<file path="config.mk">
export PLATFORM = sky130hd
export DESIGN_NAME = dcache_line_refill
export DESIGN_NICKNAME = d
export VERILOG_FILES = /design/src/rtl/dcache_line_refill_pkg.sv /design/src/rtl/dcache_skid_fifo2.sv /design/src/rtl/dcache_line_refill.sv
export SDC_FILE = /design/constraint.sdc
export NUM_CORES = 1
export LEC_CHECK = 0
export BUFFER_PORTS_ARGS = -buffer_cell sky130_fd_sc_hd__buf_4
export CAP_MARGIN = 20
export CORE_ASPECT_RATIO = 0.5
export CORE_MARGIN = 5
export CORE_UTILIZATION = 33
export CTS_BUF_LIST = sky130_fd_sc_hd__clkbuf_8
export DETAILED_ROUTE_END_ITERATION = 6
export HOLD_SLACK_MARGIN = 0.12
export PLACE_DENSITY = 0.65
export RECOVER_POWER = 25
export SKIP_LAST_GASP = 1
export SYNTH_ARGS = -nofsm -noshare
export SYNTH_HDL_FRONTEND = slang
export SYNTH_HIERARCHICAL = 1
export SYNTH_SLANG_ARGS = --single-unit
</file>
<file path="constraint.sdc">
create_clock -name clk_i -period 5.06 [get_ports clk_i]
set_input_delay 1.012 -clock clk_i [delete_from_list [all_inputs] [get_ports clk_i]]
set_output_delay 1.012 -clock clk_i [all_outputs]
set_load 0.02 [all_outputs]
</file>
<file path="src/rtl/dcache_line_refill_pkg.sv">
// Shared types and sizing constants for the dcache line fill / writeback engine.
package dcache_line_refill_pkg;
    localparam int LINE_WORDS_DEF = 8;
    localparam int LINE_W_DEF     = 3;
    localparam int IDX_W_DEF      = 8;
    localparam int RAM_AW         = 11;

    typedef enum logic [1:0] {
        ST_IDLE  = 2'd0,
        ST_FILL  = 2'd1,
        ST_EVICT = 2'd2,
        ST_DONE  = 2'd3
    } state_e;
endpackage

</file>
<file path="src/rtl/dcache_skid_fifo2.sv">
// Two-entry 32-bit FIFO that buffers RAM read data during a writeback burst.
module dcache_skid_fifo2 (
    input  logic        clk,
    input  logic        rst_n,
    input  logic        push,
    input  logic [31:0] push_data,
    input  logic        pop,
    output logic [31:0] head,
    output logic [1:0]  count
);
    logic [31:0] ent0, ent1;
    logic        wr_ptr, rd_ptr;

    always_ff @(posedge clk or negedge rst_n) begin
        if (!rst_n) begin
            ent0   <= '0;
            ent1   <= '0;
            wr_ptr <= 1'b0;
            rd_ptr <= 1'b0;
            count  <= '0;
        end else begin
            if (push) begin
                if (wr_ptr) ent1 <= push_data;
                else        ent0 <= push_data;
                wr_ptr <= ~wr_ptr;
            end
            if (pop) rd_ptr <= ~rd_ptr;
            count <= count + 2'(push) - 2'(pop);
        end
    end

    assign head = rd_ptr ? ent1 : ent0;
endmodule

</file>
<file path="src/rtl/dcache_line_refill.sv">
// Owns data RAM port 1: refills a line from memory on a miss, streams a dirty
// line back to memory on an eviction.
module dcache_line_refill
    import dcache_line_refill_pkg::*;
#(
    parameter int LINE_WORDS = LINE_WORDS_DEF,
    parameter int LINE_W     = LINE_W_DEF,
    parameter int IDX_W      = IDX_W_DEF
) (
    input  logic              clk_i,
    input  logic              rst_i,
    input  logic              fill_req_i,
    input  logic              evict_req_i,
    input  logic [IDX_W-1:0]  line_idx_i,
    output logic              busy_o,
    output logic              done_o,
    input  logic              mem_rd_valid_i,
    input  logic [31:0]       mem_rd_data_i,
    output logic              mem_rd_ready_o,
    output logic              mem_wr_valid_o,
    output logic [31:0]       mem_wr_data_o,
    output logic              mem_wr_last_o,
    input  logic              mem_wr_ready_i,
    output logic [RAM_AW-1:0] ram_addr_o,
    output logic [31:0]       ram_data_o,
    output logic [3:0]        ram_wr_o,
    input  logic [31:0]       ram_data_i
);
    localparam logic [LINE_W-1:0] LAST_WORD = LINE_W'(LINE_WORDS - 1);

    state_e            state, state_nx;
    logic [IDX_W-1:0]  idx_q;
    logic [LINE_W-1:0] word_cnt, out_cnt;
    logic [LINE_W:0]   rd_cnt;
    logic              inflight;
    logic [1:0]        fifo_cnt;
    logic [31:0]       fifo_head;
    logic              start, fill_acc, wr_hs, rd_issue;

    assign start    = (state == ST_IDLE) && (fill_req_i || evict_req_i);
    assign fill_acc = (state == ST_FILL) && mem_rd_valid_i;
    assign wr_hs    = (state == ST_EVICT) && (fifo_cnt != 2'd0) && mem_wr_ready_i;
    // Occupancy counts the beat leaving this cycle so a held-high ready sees no bubbles.
    assign rd_issue = (state == ST_EVICT) && !rd_cnt[LINE_W] &&
                      ((fifo_cnt - 2'(wr_hs) + 2'(inflight)) < 2'd2);

    always_ff @(posedge clk_i or negedge rst_i) begin
        if (!rst_i) state <= ST_IDLE;
        else        state <= state_nx;
    end

    always_comb begin
        state_nx = state;
        case (state)
            ST_IDLE: begin
                if (evict_req_i)     state_nx = ST_EVICT;
                else if (fill_req_i) state_nx = ST_FILL;
            end
            ST_FILL:  if (fill_acc && word_cnt == LAST_WORD) state_nx = ST_DONE;
            ST_EVICT: if (wr_hs && out_cnt == LAST_WORD)     state_nx = ST_DONE;
            ST_DONE:  state_nx = ST_IDLE;
            default:  state_nx = ST_IDLE;
        endcase
    end

    always_comb begin
        busy_o         = (state != ST_IDLE);
        done_o         = 1'b0;
        mem_rd_ready_o = 1'b0;
        mem_wr_valid_o = 1'b0;
        mem_wr_last_o  = 1'b0;
        ram_addr_o     = '0;
        ram_data_o     = '0;
        ram_wr_o       = '0;
        case (state)
            ST_FILL: begin
                mem_rd_ready_o = 1'b1;
                if (mem_rd_valid_i) begin
                    ram_addr_o = {idx_q, word_cnt};
                    ram_data_o = mem_rd_data_i;
                    ram_wr_o   = 4'hF;
                end
            end
            ST_EVICT: begin
                mem_wr_valid_o = (fifo_cnt != 2'd0);
                mem_wr_last_o  = mem_wr_valid_o && (out_cnt == LAST_WORD);
                if (rd_issue) ram_addr_o = {idx_q, rd_cnt[LINE_W-1:0]};
            end
            ST_DONE: done_o = 1'b1;
            default: ;
        endcase
    end

    assign mem_wr_data_o = fifo_head;

    always_ff @(posedge clk_i or negedge rst_i) begin
        if (!rst_i) begin
            idx_q    <= '0;
            word_cnt <= '0;
            rd_cnt   <= '0;
            out_cnt  <= '0;
            inflight <= 1'b0;
        end else if (start) begin
            idx_q    <= line_idx_i;
            word_cnt <= '0;
            rd_cnt   <= '0;
            out_cnt  <= '0;
            inflight <= 1'b0;
        end else begin
            if (fill_acc) word_cnt <= word_cnt + 1'b1;
            if (rd_issue) rd_cnt   <= rd_cnt + 1'b1;
            if (wr_hs)    out_cnt  <= out_cnt + 1'b1;
            inflight <= rd_issue;
        end
    end

    // RAM read data returns one cycle after issue and lands straight in the FIFO.
    dcache_skid_fifo2 u_fifo (
        .clk       (clk_i),
        .rst_n     (rst_i),
        .push      (inflight),
        .push_data (ram_data_i),
        .pop       (wr_hs),
        .head      (fifo_head),
        .count     (fifo_cnt)
    );
endmodule

</file>
After elaboration in Yosys (flattened, before gate mapping)
Cells that the tools add are included.

cells by class
  add/sub/neg operators = 7
  order comparisons = 1
  equal/unequal tests = 8
  mux-type cells = 24
  bitwise gates (word level) = 2
  reduce and logical (&&, ||, !) cells = 20

operators with widths
  cell                   count
  $mux W32               3
  $mux W11               2
  $pmux W11 S2           1
  $mux W4                4
  $mux W3                4
  $reduce_bool A2 Y1     5
  $logic_and A1 B1 Y1    9
  $mux W2                4
  $pmux W2 S4            1
  $add A3 B1 Y3 const B  2
  $eq A3 B3 Y1 const B   2
  $mux W1                5
  $add A2 B1 Y2          2
  $add A4 B1 Y4 const B  1
  $eq A2 B2 Y1 const B   2
  $ne A2 B1 Y1 const B   2
  $reduce_and A2 Y1      2
  $sub A2 B1 Y2          2
  $ne A3 B3 Y1 const B   1
  $reduce_and A3 Y1      1
  $eq A2 B1 Y1 const B   1
  $logic_not A2 Y1       1
  $lt A2 B2 Y1 const B   1
  $not A1 Y1             2
  2 further kinds        2

storage, ports and cells
  bits in registers = 89
  bits of input ports = 78
  output and inout port bits = 84
  logic and storage cells = 73

Longest topological paths before layout
Gate-level depths: netlist (run 1).

  depth in word-level cells = 9
  depth in mapped cells = 10
  depth with buffers taken out = 10

Cells and area by module
Netlist (run 1), hierarchy kept.

by module, submodules not included
  module              times used  cells each  area each (um^2)  sequential area each (um^2)
  dcache_skid_fifo2   1           185         2974.1            1701.6
  dcache_line_refill  1           175         1446.4            525.5

Worst setup path before layout (run 1)
No wires, ideal clock.

  kind = input to output
  start = input port mem_wr_ready_i
  end = output port ram_addr_o[0]
  data arrival time = 2.439 ns
  data required time = 4.048 ns
  setup slack = 1.609 ns
  stages on the path = 7
  buffers on the path = 0
  cells stage by stage = nand2_1 -> inv_1 -> ha_1 -> nor2b_1 -> xnor2_1 -> a32oi_1 -> nor2_1

on the way
  word-level cells in the longest chain between the ends = 7

RTL lines
  item                 line                      source
  from (decl)          dcache_line_refill.sv:23  input logic mem_wr_ready_i,
  $logic_and A1 B1 Y1  dcache_line_refill.sv:42  assign wr_hs = (state == ST_EVICT) && (fifo_cnt != 2'd0) && mem_wr_ready_i;
  named net wr_hs      dcache_line_refill.sv:38  logic start, fill_acc, wr_hs, rd_issue;
  $sub A2 B1 Y2        dcache_line_refill.sv:45  ((fifo_cnt - 2'(wr_hs) + 2'(inflight)) < 2'd2);
  $add A2 B1 Y2        dcache_line_refill.sv:45
  $lt A2 B2 Y1         dcache_line_refill.sv:45
  $logic_and A1 B1 Y1  dcache_line_refill.sv:44  assign rd_issue = (state == ST_EVICT) && !rd_cnt[LINE_W] &&
  $mux W11             dcache_line_refill.sv:87  if (rd_issue) ram_addr_o = {idx_q, rd_cnt[LINE_W-1:0]};
  $pmux W11 S2         dcache_line_refill.sv:75  case (state)
  to (decl)            dcache_line_refill.sv:24  output logic [RAM_AW-1:0] ram_addr_o,

The timed path passes the listed nets, and every way through them passes these cells.

Worst setup path after layout (run 1)
  start = register state[0]
  end = output port ram_addr_o[2]

on the way
  word-level cells in the longest chain between the ends = 9
  elaborated cells on any way between the ends = 11
  those cells by class = 2 x add/sub; 1 x order compare; 2 x eq/ne; 2 x mux; 4 x reduce/logical

RTL lines
  item                              line                      source
  from (decl)                       dcache_line_refill.sv:31  state_e state, state_nx;
  from (signal assigned)            dcache_line_refill.sv:49  else state <= state_nx;
  $eq A2 B2 Y1                      dcache_line_refill.sv:42
  $logic_and A1 B1 Y1 (2 in a row)  dcache_line_refill.sv:42
  named net wr_hs                   dcache_line_refill.sv:38
  $sub A2 B1 Y2                     dcache_line_refill.sv:45
  $add A2 B1 Y2                     dcache_line_refill.sv:45
  $lt A2 B2 Y1                      dcache_line_refill.sv:45
  $logic_and A1 B1 Y1               dcache_line_refill.sv:44
  $mux W11                          dcache_line_refill.sv:87
  $pmux W11 S2                      dcache_line_refill.sv:75

The timed path passes the listed nets, and every way through them passes these cells.

==> flow_summary_export.csv, run 1 <==
group,metric,value,unit
synthesis,netlist_area,4420,um^2
placement,port_buffers,161,
synthesis,synth-warning-count,6,
run_status,violations,"capacitance limit, slew limit",
global_route,grt_max_degree,47,
timing,maxSlewHeadroom,-60.3,%
synthesis,synth_top_family_by_area,"multiplexers",
pwr,ir_drop,0.257,mV
critical_path,critPathArrivalTime,2.90,ns
synthesis,ys_seq_area_share,50.4,%
layout,final_core_util,46.3,%
routing,via_count,3244,
timing,hold_violations,0,
routing,drc,0,
synthesis,yosys.area_share.simple,11.5,%
global_route,grt_pass1_vias,3498,
timing,setup-tns-final,0,ns
layout,seq_area,2230,um^2
floorplan,start_util,34.3,%
layout,drive_gt1_share,53.9,%
synthesis,yosys.area_share.xor_xnor,1.95,%
synthesis,synth-main-ff-cell,"dfrtp_1",
clocking,cts_tree,"yes",
placement,gp_congestion,0.733,
layout,diodes,0,
layout,nNetsFinal,604,
timing,slew_viol_final,78,
run_status,status,"complete, but fails checks",
critical_path,critical_path_required,4.05,ns
clocking,clk_pin_slew,0.09,ns
job,drv_cap,2,
timing,skew,0.0145,ns
synthesis,yosysTopAreaCell,"dfrtp_1",
timing,period_share,77.3,%
synthesis,synth_edf_count,0,
pwr,clkPwrFrac,14.7,%
routing,routedWlPerCell,15.1,um
pwr,p_switching,0.00143,W
critical_path,worst-path-max-fanout,7,
global_route,antenna_found_initial,0,
clocking,post_cts.resized_instances,0,
pwr,p_leak,2.98,nW
layout,layoutNonFillerInstCount,689,
synthesis,synth_fa_ha_area_share,3.40,%
synthesis,synth.area.top_cells,"dfrtp_1 50%, mux2_2 22%, and3_1 4.7%, ha_1 3.4%, nand2_1 3.1%",
global_route,gr-usage-all-layers,13.2,%
synthesis,ys_seq_elements,89,
clocking,holdBufCountCts,0,
pwr,comb_power_share,51.6,%
synthesis,muxShareOfSynthArea,25.1,%
synthesis,synth_nets,450,
routing,viasPerCell,4.71,
synthesis,yosysUniqueCellTypes,34,
critical_path,start_kind,"flop",
routing,wl,10.4,mm
clocking,cts_setup_buffers,0,
synthesis,synth_top_area_share,50.4,%
synthesis,synth_compound_area_share,3.62,%
clocking,cts.sinks,89,
pwr,p_int,0.00233,W
routing,firstDrtPassIters,5,
timing,grt_setup_unrepaired,"no",
clocking,cts-buffers-inserted,9,
pwr,pwr-share-seq,33.7,%
routing,drtIter0Drc,114,
placement,numPlacedInstances,673,
layout,multi_input_area,2010,um^2
critical_path,end_kind,"output port",
floorplan,rows,29,
global_route,grt_first_pass_wirelength,17.4,mm
floorplan,core,12900,um^2
min_path,hold_path.class,"flop to flop",
timing,tightest_slew,2.40,ns
clocking,clkLatencyLatePin,0.36,ns
synthesis,postSynthCellCount,360,
floorplan,fp.dieW,174,um
critical_path,path_class,"flop to output port",
floorplan,ios,162,
timing,fmax,0.256,GHz
clocking,root_buffer,"clkbuf_8",
synthesis,synth_common_cells,"89 x dfrtp_1, 88 x mux2_2, 37 x nand2_1",
synthesis,syn_avg_cell_area,12.3,um^2
pwr,power,0.00376,W
clocking,cts_buffer_depth,2,
placement,placed_area,5750,um^2
layout,num-fill-cells,1211,
timing,period_needed,3.91,ns
floorplan,fp.dieH,91.8,um
layout,finalInstanceArea,5960,um^2
placement,dp_hpwl,7.60,mm
pwr,swShare,38.1,%
clocking,htreeDepth,3,
synthesis,synthArstFlopShare,100,%
floorplan,dieArea,16000,um^2
pwr,cellPowerDensity,630,nW/um^2
layout,area_growth,34.9,%
timing,setup_violations,0,
global_route,overflow,0,
routing,postRouteAntennaNets,0,
synthesis,synth.most_common_cell,"dfrtp_1",
metal layers:
layer  vias to the layer above  share of wire (%)  wire length, um  track usage [%]
met1                      1587                 44             4540             15.6
met5                         -                  0                0                0
met3                        13                5.5              568             4.35
met2                        89                 50             5170             23.4
met4                         0                1.3              140             3.49
li1                       1555                  -                -                -
sequential cells by signal, indices dropped and copies added (netlist names):
signal and cells:
u_fifo/wr_ptr 1, u_fifo/count 2, u_fifo/ent0 32, u_fifo/ent1 32, u_fifo/rd_ptr 1, word_cnt 3
idx_q 8, inflight 1, rd_cnt 4, out_cnt 3, state 2
metrics by stage:
step / hold slack (ns) / setup slack (ns)
2_1_floorplan: 0.437 / 1.61
3_3_place_gp: 0.456 / 1.38
3_5_place_dp: 0.455 / 1.32
4_1_cts: 0.481 / 1.11
5_1_grt: 0.511 / 0.878
6_report: 0.480 / 1.15
cell type report:
type                            count  area share (%)
Multi-Input combinational cell    239            33.8
Clock buffer                        9            2.08
Tap cell                          170            3.57
Clock inverter                      7            1.70
Inverter                            9           0.566
Timing Repair Buffer              166            21.0
Sequential cell                    89            37.3
layout by cell type (no fill, tap or decap), types with 4 or more instances in the layout:
master,instances
nand3_1,4
nand2_1,37
ha_1,12
xor2_1,4
dfrtp_1,89
and2_1,9
clkbuf_8,9
mux2_2,88
buf_4,163
mux2_4,8
and3_1,33
nor2_1,10
inv_1,8
xnor2_1,4
a21oi_1,6
logic make-up (layout without fill, tap and decap cells):
family | count (synthesis) | in the layout
AO/OA/AOI/OAI | 22 | 22
XOR/XNOR | 9 | 9
adder cells (fa/ha/maj) | 12 | 12
buffers and inverters | 32 | 191
flip-flops | 89 | 89
multiplexers | 96 | 96
AND/OR/NAND/NOR | 100 | 100
critical path, stage by stage (launching register included):
cell and delay (ns):
dfrtp_1 0.41, inv_1 0.11, ha_1 0.27, o21a_2 0.22, nand2_1 0.12, inv_1 0.13
ha_1 0.24, nor2b_1 0.28, xnor2_1 0.33, a32oi_1 0.19, nor2_1 0.11, buf_4 0.15
worst paths after layout:
| kind | to | cells past startpoint | from | slack (ns) |
|---|---|---|---|---|
| max in group asynchronous | idx_q[2] | 2 | rst_i | 2.04 |
| worst max register to register | rd_cnt[2] | 10 | state[0] | 2.46 |
| worst min register to register | idx_q[2] | 2 | idx_q[2] | 0.48 |
| min in group asynchronous | u_fifo/ent1[26] | 1 | rst_i | 1.38 |
| worst min-delay path | idx_q[2] | 2 | idx_q[2] | 0.48 |
| worst max-delay path | ram_addr_o[2] | 11 | state[0] | 1.15 |
power by group through the flow:
stage | Sequential [W] | Clock, W | Combinational (W)
after global placement | 0.00127 | 0 | 0.00193
final | 0.00127 | 0.000553 | 0.00194
after global routing | 0.00131 | 0.000609 | 0.00211
after CTS | 0.00127 | 0.000581 | 0.00197
after detailed placement | 0.00129 | 0 | 0.00197
after floorplan | 0.00120 | 0 | 0.00137
(Power assumes the default switching activity.)
==> inputs of run 2 (changes only) <==
ABC_AREA = 1   (was default)
PLACE_DENSITY = 0.67   (was 0.65)
clock period = 3.4 ns   (was 5.06 ns; I/O delays follow)
==> run 2 against run 1 <==
  * The run now ends clean
  * Routed wire length up 6.5%
  * Largest power group unchanged
  * Sequential power up 48%
  * Die area up 2.9%
  * Sequential share of layout area down 1.2 points
  * Hold slack better by 0.0079 ns
==> flow_summary_export.csv, run 2 <==
group,metric,value,unit
run_status,status,"finished, final reports clean",
synthesis,synth_top_area_share,48.8,%
synthesis,syn_avg_cell_area,7.61,um^2
synthesis,yosys.area_share.simple,20.8,%
timing,grt_setup_unrepaired,"no",
synthesis,synth_fa_ha_area_share,3.29,%
timing,setup_violations,0,
global_route,antenna_found_initial,0,
synthesis,synth_compound_area_share,12.4,%
placement,dp_slack,0.407,ns
timing,setup_ws,0.177,ns
layout,final_common_cell,"buf_4",
clocking,clk_pin_slew,0.09,ns
clocking,root_buffer,"clkbuf_8",
global_route,overflow,0,
synthesis,synth_nets,689,
timing,setup-tns-final,0,ns
synthesis,yosys.area_share.xor_xnor,0.768,%
synthesis,synth-main-ff-cell,"dfrtp_1",
critical_path,worst-path-max-fanout,8,
routing,met3_length,815,um
synthesis,yosysTopAreaCell,"dfrtp_1",
critical_path,start_kind,"flop",
synthesis,ys_seq_area_share,48.8,%
critical_path,path_class,"flop to output port",
routing,wl,11.1,mm
pwr,cellPowerDensity,879,nW/um^2
clocking,clkLatencyLatePin,0.35,ns
synthesis,synth.area.top_cells,"dfrtp_1 49%, o21ai_0 12%, nand2_1 12%, inv_1 10%, nor2_1 3.5%",
layout,final_cell_mix,"165 x buf_4, 140 x nand2_1, 125 x inv_1",
critical_path,end_kind,"output port",
synthesis,yosysUniqueCellTypes,24,
critical_path,critical_path_required,2.72,ns
layout,diodes,0,
global_route,grt_first_pass_wirelength,18.7,mm
job,drv_cap,0,
routing,drc,0,
routing,highest_layer,"met4",
synthesis,synth.most_common_cell,"nand2_1",
floorplan,dieArea,16400,um^2
global_route,grt_max_degree,65,
timing,fmax,0.310,GHz
placement,port_buffers,161,
floorplan,ios,162,
timing,skew,0.00670,ns
pwr,ir_drop,0.244,mV
routing,via_count,4051,
synthesis,muxShareOfSynthArea,0,%
layout,reg_top3,"u_fifo/ent0 x32, u_fifo/ent1 x32, idx_q x8",
clocking,cts_buffer_depth,2,
synthesis,synth_top_family_by_area,"simple AND/OR/NAND/NOR gates",
layout,area_growth,35.1,%
placement,gp_congestion,0.782,
global_route,grt_pass1_vias,4120,
layout,drive_gt1_share,27.7,%
synthesis,synth-warning-count,6,
pwr,p_leak,3.51,nW
clocking,cts.sinks,89,
timing,period_share,94.8,%
routing,wl_met2,5.51,mm
clocking,cts-buffers-inserted,9,
layout,nNetsFinal,840,
floorplan,rows,30,
routing,routedWlPerCell,11.7,um
clocking,cts_tree,"yes",
critical_path,critPathArrivalTime,2.54,ns
global_route,gr-usage-all-layers,13.8,%
routing,postRouteAntennaNets,0,
routing,wl_met1,4.66,mm
routing,viasPerCell,4.28,
critical_path,crit_chain,"inv_1 > ha_1 > inv_2 > nor2_4 > nand2_2 > inv_4 > ha_1 > inv_1 > nand2_1 > nand3_2 > nand3_4 > nand2_2 > nand2_4 > nor2_2 > buf_4",
synthesis,postSynthCellCount,599,
routing,drtIter0Drc,200,
timing,tightest_slew,1.40,ns
synthesis,ys_seq_elements,89,
critical_path,crit_slowest_cell,"dfrtp_1",
placement,dp_hpwl,8.15,mm
floorplan,fp.dieW,176,um
synthesis,netlist_area,4560,um^2
timing,slew_viol_final,0,
timing,maxSlewHeadroom,6.42,%
synthesis,synthArstFlopShare,100,%
timing,hold_violations,0,
min_path,hold_path.class,"flop to flop",
clocking,htreeDepth,3,
synthesis,synth_common_cells,"142 x nand2_1, 126 x inv_1, 109 x o21ai_0",
floorplan,core,13600,um^2
critical_path,critical_path.max_stage_delay,0.40,ns
floorplan,start_util,33.6,%
routing,firstDrtPassIters,5,
timing,period_needed,3.22,ns
floorplan,fp.dieH,93.1,um
synthesis,synth_edf_count,0,
run 2: cell count changes after synthesis, sizes merged, moves of 4 or more:
cell	previous run	this run
and3	33	0
inv	8	128
nand3	4	21
o21ai	4	109
xnor2	4	0
and2	9	0
a31oi	4	0
nor2	10	53
mux2	96	0
buf	16	24
nand2	37	147
run 2: layout make-up:
cell class / count / area [um^2]
fill: 1384 / 7390
sequential: 89 / 2230
multi-input combinational: 353 / 1710
timing repair buffer: 169 / 1300
inverter: 128 / 483
tap: 192 / 240
clock buffer: 10 / 138
clock inverter: 6 / 57.6
run 2: path summary, 6_finish.rpt:
| path | endpoint | slack (ns) | cells past startpoint | startpoint |
|---|---|---|---|---|
| hold reg to reg | u_fifo/ent0[7] | 0.49 | 2 | u_fifo/ent0[7] |
| setup / recovery | ram_addr_o[9] | 0.18 | 15 | state[0] |
| max in group asynchronous | idx_q[0] | 1.28 | 2 | rst_i |
| hold / removal | u_fifo/ent0[7] | 0.49 | 2 | u_fifo/ent0[7] |
| min in group asynchronous | u_fifo/ent0[17] | 0.65 | 1 | rst_i |
| setup reg to reg | rd_cnt[3] | 1.34 | 13 | state[0] |
run 2: metrics by stage:
stage	area (um^2)	std cells	hold WS [ns]	total power (W)	utilization, %
after floorplan	4560	599	0.384	0.00366	-
after detailed placement	5890	928	0.473	0.00470	43.5
final	6160	947	0.488	0.00541	45.4
after global placement	5890	928	0.465	0.00463	43.5
after CTS	6090	944	0.391	0.00546	44.9
after global routing	6160	947	0.513	0.00593	45.4
run 2: layer usage:
metal  GRT usage [%]  vias to the layer above
met4            2.92                        0
li1                -                     2096
met5               0                        -
met1            15.7                     1841
met2            25.2                      106
met3            4.73                        8
run 2: cells by family after synthesis:
family          after synthesis
compound gates              113
buf+inv                     157
fa+ha+maj                    12
xor+xnor                      4
simple gates                224
flops                        89
run 2: where the power goes:
group          switching, W  internal (W)  leakage (nW)
clock              0.000371      0.000355         0.102
sequential         0.000315       0.00157          1.09
combinational       0.00169       0.00111          2.32
run 2: timing repair:
action,4_1_cts,5_1_grt
hold buffers,0,0
resized for setup,1,4
hold endpoints to repair,0,0
setup endpoints to repair,8,11
buffers inserted,0,1
run 2: critical path: cells and delay by family, from the launching register on:
| kind | cells | cell delay, ns |
|---|---|---|
| DFF | 1 | 0.40 |
| and+or+nand+nor | 8 | 0.81 |
| buffers and inverters | 5 | 0.46 |
| adders and majority gates | 2 | 0.51 |
==> inputs of run 3 (changes only) <==
RECOVER_POWER = 50   (was 25)
==> run 3 against run 2 <==
  * Sequential cell count did not move
  * Critical path depth stayed put
  * Sequential share of layout area rose by 0.21 points
  * Sequential power about the same
  * Maximum frequency barely moved
  * Global-route usage unchanged
  * Final area fell by 0.57%
  * Combinational power hardly changed
  * Worst setup slack improved by 0.00090 ns
  * Clock skew hardly changed
  * Via count increased by 0.39%
  * Core utilization shrank 0.26 points
  * Largest power group unchanged
==> flow_summary_export.csv, run 3 (synthesized netlist as in run 2, its figures left out) <==
group,metric,value,unit
job,drv_cap,0,
layout,final_cell_mix,"164 x buf_4, 143 x nand2_1, 125 x inv_1",
routing,via_count,4067,
layout,final_common_cell,"buf_4",
placement,dp_slack,0.407,ns
global_route,antenna_found_initial,0,
critical_path,r2r_cells,4,
layout,reg_top3,"u_fifo/ent0 x32, u_fifo/ent1 x32, idx_q x8",
pwr,p_leak,3.49,nW
routing,drtIter0Drc,226,
floorplan,fp.dieH,93.1,um
floorplan,fp.dieW,176,um
timing,period_share,94.8,%
clocking,cts.sinks,89,
timing,setup_violations,0,
timing,setup-tns-final,0,ns
routing,wl,11.1,mm
layout,diodes,0,
timing,fmax,0.310,GHz
timing,slew_viol_final,0,
timing,skew,0.00681,ns
floorplan,ios,162,
layout,drive_gt1_share,27.0,%
clocking,htreeDepth,3,
layout,area_growth,34.3,%
min_path,hold_path.class,"flop to flop",
critical_path,path_class,"flop to output port",
run_status,status,"finished, final reports clean",
layout,layoutNonFillerInstCount,947,
clocking,cts-buffers-inserted,9,
clocking,clk_pin_slew,0.09,ns
global_route,grt_pass1_vias,4120,
critical_path,critPathArrivalTime,2.54,ns
clocking,root_buffer,"clkbuf_8",
pwr,cellPowerDensity,881,nW/um^2
floorplan,rows,30,
layout,finalInstanceArea,6120,um^2
routing,firstDrtPassIters,5,
timing,hold_violations,0,
timing,period_needed,3.22,ns
critical_path,start_kind,"flop",
critical_path,critical_path_required,2.72,ns
placement,port_buffers,161,
global_route,overflow,0,
global_route,gr-usage-all-layers,13.8,%
timing,grt_setup_unrepaired,"no",
placement,numPlacedInstances,928,
placement,gp_congestion,0.782,
routing,drc,0,
pwr,ir_drop,0.244,mV
clocking,cts_buffer_depth,2,
clocking,clkLatencyLatePin,0.35,ns
global_route,grt_first_pass_wirelength,18.7,mm
placement,placed_area,5890,um^2
timing,holdWs,0.488,ns
floorplan,dieArea,16400,um^2
min_path,min_path_cells,2,
floorplan,start_util,33.6,%
routing,postRouteAntennaNets,0,
floorplan,core,13600,um^2
critical_path,end_kind,"output port",
timing,maxSlewHeadroom,5.74,%
routing,viasPerCell,4.29,
placement,dp_hpwl,8.15,mm
clocking,cts_tree,"yes",
timing,setup_ws,0.178,ns
routing,routedWlPerCell,11.7,um
timing,tightest_slew,1.41,ns
critical_path,worst-path-max-fanout,8,
layout,nNetsFinal,840,
global_route,grt_max_degree,65,
[run 3: changes by cell type in the layout (fill, tap and decap cells not counted)]
cell / previous run / this run
buf_4: 165 / 164
nand2_1: 140 / 143
buf_16: 2 / 1
clkbuf_1: 1 / 3
nand2_2: 6 / 3
[run 3: cell type report]
cell class / instances / area (um^2)
well taps: 192 / 240
clock inverters: 6 / 57.6
repair buffers: 169 / 1270
fillers: 1385 / 7430
clock buffers: 10 / 138
flip-flops and latches: 89 / 2230
multi-input cells: 353 / 1700
inverters: 128 / 483
[run 3: layer usage]
layer | share of wire, % | vias to the layer above | wire (um) | GRT usage [%]
met5 | 0 | - | 0 | 0
met4 | 0.87 | 0 | 97 | 2.92
met2 | 49 | 111 | 5460 | 25.2
met1 | 42 | 1852 | 4710 | 15.7
met3 | 7.6 | 8 | 843 | 4.73
li1 | - | 2096 | - | -
[run 3: timing repair]
item / 4_1_cts / 5_1_grt
gates resized for setup: 1 / 4
buffers inserted: 0 / 1
hold buffers: 0 / 0
cloned: 0 / 0
pin swaps: 0 / 0
endpoints found under the setup margin: 8 / 11
endpoints found under the hold margin: 0 / 0
[run 3: critical path: stages, from the launching register on]
cell	delay, ns
dfrtp_1	0.40
inv_1	0.08
ha_1	0.22
inv_2	0.11
nor2_4	0.06
nand2_2	0.12
inv_4	0.06
ha_1	0.29
inv_1	0.06
nand2_1	0.08
nand3_2	0.11
nand3_4	0.11
nand2_2	0.10
nand2_4	0.11
nor2_2	0.12
buf_4	0.15
[run 3: per-stage QoR]
step                      power [W]  util [%]
after global placement      0.00463      43.5
after floorplan             0.00366         -
after detailed placement    0.00470      43.5
after CTS                   0.00546      44.9
final                       0.00539      45.2
after global routing        0.00591      45.2
[run 3: report_power, final]
part	internal, W	total [W]	switching, W
Combinational	0.00110	0.00279	0.00169
Clock	0.000355	0.000727	0.000372
Sequential	0.00157	0.00188	0.000313
Total	0.00302	0.00539	0.00238
[run 3: final timing paths]
path | slack, ns | start | endpoint
max in group asynchronous | 1.14 | rst_i | idx_q[2]
min in group asynchronous | 0.65 | rst_i | u_fifo/ent0[17]
min | 0.49 | u_fifo/ent0[13] | u_fifo/ent0[13]
max reg2reg | 0.86 | inflight | u_fifo/ent1[28]
max | 0.18 | state[0] | ram_addr_o[9]
min reg2reg | 0.49 | u_fifo/ent0[13] | u_fifo/ent0[13]
